### config.mk
export PLATFORM = sky130hd
export DESIGN_NAME = huffman_param
export DESIGN_NICKNAME = d
export VERILOG_FILES = /design/src/rtl/huffman_param.sv
export SDC_FILE = /design/constraint.sdc
export NUM_CORES = 1
export LEC_CHECK = 0
export BUFFER_PORTS_ARGS = -buffer_cell sky130_fd_sc_hd__buf_4
export CAP_MARGIN = 20
export CORE_MARGIN = 2
export CORE_UTILIZATION = 24
export CTS_BUF_LIST = sky130_fd_sc_hd__clkbuf_8
export CTS_CLUSTER_SIZE = 16
export DETAILED_ROUTE_END_ITERATION = 16
export GPL_TIMING_DRIVEN = 0
export HOLD_SLACK_MARGIN = 0.05
export PLACE_DENSITY = 0.37
export SLEW_MARGIN = 20
export SYNTH_ARGS = -nofsm -noshare
export SYNTH_HDL_FRONTEND = slang
export SYNTH_SLANG_ARGS = --single-unit
### constraint.sdc
create_clock -name clk -period 34.7 [get_ports clk]
set_input_delay 1.735 -clock clk [delete_from_list [all_inputs] [get_ports clk]]
set_output_delay 1.735 -clock clk [all_outputs]
set_load 0.005 [all_outputs]
### src/rtl/huffman_param.sv
// Parametrised Huffman encoder: counts symbols 1..NSYM over a gray_valid frame, then
// builds one code per symbol with NSYM-1 pairwise merges of the two lightest live nodes.
module huffman_param #(
    parameter int unsigned NSYM   = 6,
    parameter int unsigned DATA_W = 8,
    parameter int unsigned CNT_W  = 8,
    parameter int unsigned HC_W   = 8
) (
    input  logic                  clk,
    input  logic                  reset,
    input  logic                  gray_valid,
    input  logic [DATA_W-1:0]     gray_data,
    output logic                  CNT_valid,
    output logic [NSYM*CNT_W-1:0] CNT,
    output logic                  code_valid,
    output logic [NSYM*HC_W-1:0]  HC,
    output logic [NSYM*HC_W-1:0]  M
);
    localparam int unsigned IW = $clog2(NSYM);
    localparam int unsigned WW = CNT_W + 4;
    localparam int unsigned LW = $clog2(HC_W + 1);

    typedef enum logic [2:0] {StIdle, StCount, StReport, StSelect, StMerge, StDone} state_e;

    state_e            state_q, state_d;
    logic [CNT_W-1:0]  cnt_q [NSYM];
    logic [CNT_W-1:0]  cnt_d [NSYM];
    logic [HC_W-1:0]   hc_q  [NSYM];
    logic [HC_W-1:0]   hc_d  [NSYM];
    logic [HC_W-1:0]   m_q   [NSYM];
    logic [HC_W-1:0]   m_d   [NSYM];
    logic [LW-1:0]     len_q [NSYM];
    logic [LW-1:0]     len_d [NSYM];
    logic [WW-1:0]     w_q   [NSYM];
    logic [WW-1:0]     w_d   [NSYM];
    logic [IW-1:0]     id_q  [NSYM];
    logic [IW-1:0]     id_d  [NSYM];
    logic [NSYM-1:0]   mem_q [NSYM];
    logic [NSYM-1:0]   mem_d [NSYM];
    logic [NSYM-1:0]   live_q, live_d;
    logic [IW-1:0]     lo_q, lo_d, hi_q, hi_d, step_q, step_d;
    logic [IW-1:0]     lo_sel, hi_sel;
    logic              lo_ok, hi_ok;
    logic              cnt_valid_q, cnt_valid_d, code_valid_q, code_valid_d;

    // Lightest live node, then lightest of the rest; equal weights favour the higher group id.
    always_comb begin
        lo_sel = '0;
        hi_sel = '0;
        lo_ok  = 1'b0;
        hi_ok  = 1'b0;
        for (int i = 0; i < NSYM; i++) begin
            if (live_q[i] && (!lo_ok || w_q[i] < w_q[lo_sel] ||
                              (w_q[i] == w_q[lo_sel] && id_q[i] > id_q[lo_sel]))) begin
                lo_sel = IW'(i);
                lo_ok  = 1'b1;
            end
        end
        for (int i = 0; i < NSYM; i++) begin
            if (live_q[i] && IW'(i) != lo_sel &&
                (!hi_ok || w_q[i] < w_q[hi_sel] ||
                 (w_q[i] == w_q[hi_sel] && id_q[i] > id_q[hi_sel]))) begin
                hi_sel = IW'(i);
                hi_ok  = 1'b1;
            end
        end
    end

    always_comb begin
        state_d      = state_q;
        cnt_d        = cnt_q;
        hc_d         = hc_q;
        m_d          = m_q;
        len_d        = len_q;
        w_d          = w_q;
        id_d         = id_q;
        mem_d        = mem_q;
        live_d       = live_q;
        lo_d         = lo_q;
        hi_d         = hi_q;
        step_d       = step_q;
        cnt_valid_d  = 1'b0;
        code_valid_d = 1'b0;
        case (state_q)
            StIdle, StDone: begin
                if (gray_valid) begin
                    for (int i = 0; i < NSYM; i++) begin
                        cnt_d[i] = (gray_data == DATA_W'(i + 1)) ? CNT_W'(1) : '0;
                        hc_d[i]  = '0;
                        m_d[i]   = '0;
                    end
                    state_d = StCount;
                end else begin
                    state_d = StIdle;
                end
            end
            StCount: begin
                if (gray_valid) begin
                    for (int i = 0; i < NSYM; i++) begin
                        if (gray_data == DATA_W'(i + 1) && cnt_q[i] != '1) begin
                            cnt_d[i] = cnt_q[i] + 1'b1;
                        end
                    end
                end else begin
                    cnt_valid_d = 1'b1;
                    state_d     = StReport;
                end
            end
            StReport: begin
                for (int i = 0; i < NSYM; i++) begin
                    w_d[i]   = WW'(cnt_q[i]);
                    id_d[i]  = IW'(i);
                    mem_d[i] = NSYM'(1) << i;
                    len_d[i] = '0;
                    hc_d[i]  = '0;
                end
                live_d  = '1;
                step_d  = '0;
                state_d = StSelect;
            end
            StSelect: begin
                lo_d    = lo_sel;
                hi_d    = hi_sel;
                state_d = StMerge;
            end
            StMerge: begin
                // Prepend a bit to every member code: 0 for the hi group, 1 for the lo group.
                for (int s = 0; s < NSYM; s++) begin
                    if (mem_q[lo_q][s]) begin
                        hc_d[s] = hc_q[s] | (HC_W'(1) << len_q[s]);
                    end
                    if (mem_q[lo_q][s] || mem_q[hi_q][s]) begin
                        len_d[s] = len_q[s] + 1'b1;
                    end
                end
                w_d[hi_q]   = w_q[hi_q] + w_q[lo_q];
                id_d[hi_q]  = (id_q[lo_q] < id_q[hi_q]) ? id_q[lo_q] : id_q[hi_q];
                mem_d[hi_q] = mem_q[hi_q] | mem_q[lo_q];
                live_d[lo_q] = 1'b0;
                if (step_q == IW'(NSYM - 2)) begin
                    for (int s = 0; s < NSYM; s++) begin
                        m_d[s] = ~({HC_W{1'b1}} << len_d[s]);
                    end
                    code_valid_d = 1'b1;
                    state_d      = StDone;
                end else begin
                    step_d  = step_q + 1'b1;
                    state_d = StSelect;
                end
            end
            default: state_d = StIdle;
        endcase
    end

    always_ff @(posedge clk or negedge reset) begin
        if (!reset) begin
            state_q      <= StIdle;
            live_q       <= '0;
            lo_q         <= '0;
            hi_q         <= '0;
            step_q       <= '0;
            cnt_valid_q  <= 1'b0;
            code_valid_q <= 1'b0;
            for (int i = 0; i < NSYM; i++) begin
                cnt_q[i] <= '0;
                hc_q[i]  <= '0;
                m_q[i]   <= '0;
                len_q[i] <= '0;
                w_q[i]   <= '0;
                id_q[i]  <= '0;
                mem_q[i] <= '0;
            end
        end else begin
            state_q      <= state_d;
            live_q       <= live_d;
            lo_q         <= lo_d;
            hi_q         <= hi_d;
            step_q       <= step_d;
            cnt_valid_q  <= cnt_valid_d;
            code_valid_q <= code_valid_d;
            cnt_q        <= cnt_d;
            hc_q         <= hc_d;
            m_q          <= m_d;
            len_q        <= len_d;
            w_q          <= w_d;
            id_q         <= id_d;
            mem_q        <= mem_d;
        end
    end

    always_comb begin
        CNT = '0;
        HC  = '0;
        M   = '0;
        for (int i = 0; i < NSYM; i++) begin
            CNT[i*CNT_W +: CNT_W] = cnt_q[i];
            HC[i*HC_W +: HC_W]    = hc_q[i];
            M[i*HC_W +: HC_W]     = m_q[i];
        end
    end

    assign CNT_valid  = cnt_valid_q;
    assign code_valid = code_valid_q;

endmodule

# Word level (Yosys, flattened, before mapping)
# Cells that the tools add are included.
[word_totals]
elab_cells = 421
reg_bits = 314
[op_classes]
addsub = 14
reduce_logical = 90
eq_ne = 49
n_shift = 12
muxes = 150
bitwise = 25
order_cmp = 32
[ops]
columns = ["op", "count"]
rows = [
  ["binary-select mux 12 bit (select 3 bit)", 10],
  ["two-way mux 12 bit", 21],
  ["two-way mux 48 bit", 4],
  ["case mux 48 bit (2 select lines)", 2],
  ["case mux 48 bit (3 select lines)", 1],
  ["case mux 72 bit (2 select lines)", 1],
  ["== test 12 bit", 9],
  ["less-than comparator 12 bit", 9],
  ["two-way mux 8 bit", 12],
  ["binary-select mux 3 bit (select 3 bit)", 10],
  ["two-way mux 3 bit", 29],
  ["bitwise mux 72 bit", 1],
  ["case mux 36 bit (2 select lines)", 1],
  ["adder 8 x 1 -> 8 bit, second input constant", 6],
  ["two-way mux 4 bit", 12],
  ["inequality test 8 bit, second input constant", 6],
  ["NOT 8 bit", 6],
  ["OR 8 bit", 6],
  ["case mux 24 bit (2 select lines)", 1],
  ["left shift 1 x 4 -> 8 bit, first input constant", 6],
  ["left shift 8 x 4 -> 8 bit, first input constant", 6],
  ["greater-or-equal comparator 4 bit, second input constant", 10],
  ["binary-select mux 6 bit (select 3 bit)", 2],
  ["bitwise mux 36 bit", 1],
  ["other kinds (46)", 200],
]

# Longest topological paths before layout
[depth]
depth_word = 86
depth_mapped = 101
depth_no_buf = 87

# Worst setup path after synthesis
# Ideal clock, no wire load.
[synth_timing]
kind = "flip-flop to flip-flop"
start = "register w_q[65] (netlist bit)"
end = "register hi_q[0]"
required_ps = 34620
path_slack_ps = 16343
path_stages_with_launch = 96
t_arrival_ps = 18278
path_buffers = 13
period_less_slack_ps = 18357
path_cell_list = "dfrtp_1 > clkbuf_1 > inv_1 > ha_1 > a21oi_1 > o21a_1 > o221ai_1 > o211ai_1 > nand2_1 > clkbuf_1 > clkbuf_1 > mux2_2 > inv_1 > ha_1 > nand4_1 > or2_1 > a2111oi_0 > o21a_1 > [... 60 more ...] > a21o_1 > a2111oi_0 > o21ai_0 > o31a_1 > buf_2 > o2111ai_1 > o221ai_1 > ha_1 > a21o_1 > a21o_1 > a21o_1 > a21o_1 > a221o_1 > a21o_1 > a21o_1 > o311a_1 > o31ai_2 > a2bb2oi_1"
[synth_between]
elab_chain_cells = 85
[synth_lines]
columns = ["element", "line_no", "source"]
rows = [
  ["from (decl)", "34", "logic [WW-1:0] w_q [NSYM];"],
  ["from (signal assigned)", "185", "w_q <= w_d;"],
  ["less-than comparator 12 bit / == test 12 bit (equally long branches)", "--", ""],
  ["logical OR 1 bit / logical AND 1 bit (equally long branches)", "53, 54, 62", ""],
  ["logical OR 1 bit", "53", "if (live_q[i] && (!lo_ok || w_q[i] < w_q[lo_sel] ||"],
  ["logical AND 1 bit", "53", ""],
  ["two-way mux 1 bit", "53", ""],
  ["NOT 1 -> 4 bit (not written as such)", "53, 54", ""],
  ["binary-select mux 12 bit (select 3 bit) / binary-select mux 3 bit (select 3 bit) (equally long branches)", "53, 54", ""],
  ["two-way mux 12 bit (not written as such) / two-way mux 3 bit (equally long branches) (2 in series)", "53, 54", ""],
  ["[... 67 more ...]", "--", ""],
  ["NOT 3 -> 4 bit (not written as such)", "61, 62", ""],
  ["binary-select mux 12 bit (select 3 bit) / binary-select mux 3 bit (select 3 bit) (equally long branches)", "61, 62", ""],
  ["two-way mux 12 bit (not written as such) / two-way mux 3 bit (equally long branches) (2 in series)", "61, 62", ""],
  ["less-than comparator 12 bit, or another cell as far along", "61", "(!hi_ok || w_q[i] < w_q[hi_sel] ||"],
  ["logical OR 1 bit / logical AND 1 bit (equally long branches)", "61, 62", ""],
  ["logical OR 1 bit", "61", ""],
  ["logical AND 1 bit", "60", "if (live_q[i] && IW'(i) != lo_sel &&"],
  ["two-way mux 3 bit (*)", "60", ""],
  ["to (signal assigned)", "177", "hi_q <= hi_d;"],
  ["to (decl)", "41", "logic [IW-1:0] lo_q, lo_d, hi_q, hi_d, step_q, step_d;"],
]
# Every way passes the cells marked *; elsewhere a longest branch is shown, timed or not. The select of a mux whose other input is x is not followed.
# A chain may end at the register's enable or synchronous reset.

# Worst setup path after layout
[layout_timing]
start = "register w_q[71] (netlist bit)"
end = "register hi_q[0]"
# Same word-level chain as after synthesis.

==> reports/qor.csv <==
stage;metric;value;unit
min_path;min_path_type;flip-flop to flip-flop;
routing;routed_via_density;5.36;
cts;numCtsBuffers;55;
placement;routabilityCongestion;0.905;
cts;cts_hold_buf;0;
grt;grt_pass1_vias;20919;
grt;grt_pass1_wl;143000;µm
worst_setup_path;crit_fanout;10;
placement;port_buffers;155;
die;rows;109;
worst_setup_path;worstSetupEndpointType;flip-flop;
worst_setup_path;rr_worst_depth;92;
cts;htree_levels;2;
sta;tightest_slew;1.11;ns
cts;clk_latency;0.67;ns
synth;synth_cells;2442;
flow_run;maxCapViolations;0;
synth;yosysWarnings;0;
finish;final_cells;3871;
worst_setup_path;worstPathRequired;35.26;ns
sta;max_clock_freq;0.0367;GHz
sta;worst_slew_margin_rel;25.3;%
cts;clkTransAtPathRegs;0.06;ns
routing;first_iter_violations;1663;
cts;clockRootBuffer;clkbuf_8;
finish;drive_above_1_share;12.1;%
synth;syn_nets;2646;
sta;tns;0;ns
sta;final-max-slew-violation-count;0;
finish;syn2layout_area_growth;18.8;%
cts;cts_sinks;314;
placement;pre_cts_ws;7.45;ns
worst_setup_path;crit_slowest_cell;nor3_1;
synth;synthArstFlopShare;100;%
synth;syn_area_per_cell;8.71;µm²
cts;cts_setup_buffers;0;
worst_setup_path;critPathKind;flip-flop to flip-flop;
worst_setup_path;path_delay_family;compound AO/OA/AOI/OAI gates;
routing;drc;0;
routing;wire_per_inst;24.8;µm
synth;yosysTopAreaCellShare;37.0;%
die;die_y;302;µm
placement;dp_cells;3768;
finish;fin_nets;2864;
synth;ys_top_cells_by_area;dfrtp_1 (37%), ha_1 (11%), o21ai_0 (5.1%);
die;start_util;24.1;%
die;die_x;302;µm
synth;synth.most_common_cell;dfrtp_1;
placement;hpwl;75700;µm
sta;layout_min_cycle_time;27.27;ns
worst_setup_path;critical-path-max-stage-delay;0.89;ns
cts;cts_tree;built;
min_path;hp-start;M[32]$_DFFE_PN0P_;
routing;dr.pass1.iters;6;
worst_setup_path;cp-start-kind;flip-flop;
synth;synth-edff-count;0;
synth;yosysSeqAreaShare;37.0;%
routing;detail-route-antenna-nets;0;
sta;finalWorstSetupSlack;7.43;ns
status;status;complete, no violations;
synth;synth_common_cells;dfrtp_1 (314), nand2_1 (281), o21ai_0 (216), ha_1 (192), nor2_1 (182);
routing;wirelength;96100;µm
worst_setup_path;r2r_start;w_q[71]$_DFFE_PN0P_;
die;core-area;0.0881;mm²
synth;synth_ff_type;dfrtp_1;
grt;grt-ovfl-total;0;
die;die_area;0.0910;mm²
worst_setup_path;cp_num_cells;92;
grt;grt_max_degree;73;
synth;syn_area;0.0213;mm²
min_path;hold_depth;2;
grt;gr-usage-all-layers;20.9;%
synth;synth_largest_area_cell;dfrtp_1;
worst_setup_path;arrival;27.83;ns
grt;antenna_found_initial;2;
cts;cts.repair.resized;0;
cts;clock_path_buffers;3;
worst_setup_path;crit_start;w_q[71]$_DFFE_PN0P_;
die;num_io_pins;157;
synth;ys_types;90;
sta;skew;0.0308;ns
sta;rsz0062_at_grt;no;
routing;vias;20764;
worst_setup_path;crit_path_frequent_cell;a21o_1;
sta;setup_viol;0;
sta;finalCritPeriodShare;78.6;%
synth;synth_seq_cells;314;
sta;finalHoldViolCount;0;
worst_setup_path;critPathBufInv;13;
## state kept, by name (all words and copies together) (netlist names)
signal	cells
len_q	24
HC	48
id_q	18
state_q	3
hi_q	3
step_q	3
code_valid	1
w_q	72
mem_q	36
M	48
CNT_valid	1
lo_q	3
CNT	48
live_q	6
## per-stage QoR
| stage | utilization [%] | hold slack, ns | cell area, µm² |
|---|---|---|---|
| final | 28.7 | 0.479 | 25300 |
| after global routing | 28.7 | 0.506 | 25300 |
| after CTS | 28.7 | 0.482 | 25300 |
| after detailed placement | 27.3 | 0.467 | 24000 |
| after global placement | 27.1 | 0.465 | 23900 |
| after floorplan | - | 0.463 | 21300 |
## routing by layer
layer / global-route usage [%] / share of wire [%] / up-vias
li1: - / - / 9447
met1: 28.6 / 45 / 10416
met2: 34.5 / 46 / 743
met3: 2.71 / 5.6 / 156
met4: 6.01 / 2.9 / 2
met5: 0 / 0.011 / -
## area by class of cell
| cell class | count | area [µm²] |
|---|---|---|
| Clock inverter | 28 | 214 |
| Clock buffer | 73 | 1000 |
| Tap cell | 1165 | 1460 |
| Buffer | 142 | 576 |
| Sequential cell | 314 | 7860 |
| Fill cell | 9510 | 62800 |
| Multi-Input combinational cell | 1887 | 12500 |
| Timing Repair Buffer | 161 | 1300 |
| Antenna cell | 2 | 5.00 |
| Inverter | 99 | 372 |
## layout by cell type, fill, tap and decap left out, drive strengths merged, types with 8 or more instances in the layout
cell and count:
o211ai 13, o21ai 235, xor2 26, nand2 281, nand3 114, a221o 25, o22ai 23, or3 12
a22o 15, mux2 22, inv 113, o221ai 16, a21oi 147, a21o 49, clkbuf 184, mux2i 47
o31ai 14, xnor2 28, nor2 183, and3 18, buf 192, a221oi 11, nand4 31, nor3b 8
nor2b 25, o21bai 20, nand2b 10, a31oi 29, o21a 19, ha 192, nor3 29, dfrtp 314
a311oi 18, and2 24, clkinv 10, a22oi 124
## cell families after synthesis
family / after synthesis / share of synthesized area (%)
buffers and inverters: 241 / 4.45
XOR/XNOR: 54 / 2.22
multiplexers: 69 / 3.38
AO/OA/AOI/OAI: 808 / 25.0
flip-flops: 314 / 37.0
AND/OR/NAND/NOR: 763 / 16.6
adder cells (fa/ha/maj): 193 / 11.4
## worst register-to-register path: cells and delay by family (launching register included)
kind | cells | cell delay, ns
buffers and inverters | 13 | 4.86
multiplexers | 2 | 0.68
AND/OR/NAND/NOR | 25 | 7.58
flip-flops | 1 | 0.56
adder cells (fa/ha/maj) | 9 | 2.76
AO/OA/AOI/OAI | 43 | 10.74
## worst paths after layout
kind | to | slack [ns]
min in group asynchronous | CNT[46]$_DFFE_PN0P_ | 0.99
min reg2reg | M[32]$_DFFE_PN0P_ | 0.48
max reg2reg | hi_q[0]$_DFFE_PN0P_ | 7.43
max | hi_q[0]$_DFFE_PN0P_ | 7.43
max in group asynchronous | id_q[16]$_DFFE_PN0P_ | 32.60
min | M[32]$_DFFE_PN0P_ | 0.48
Power is not shown: default switching activity piles up to over one toggle a cycle in this logic, so the estimate is an artifact.
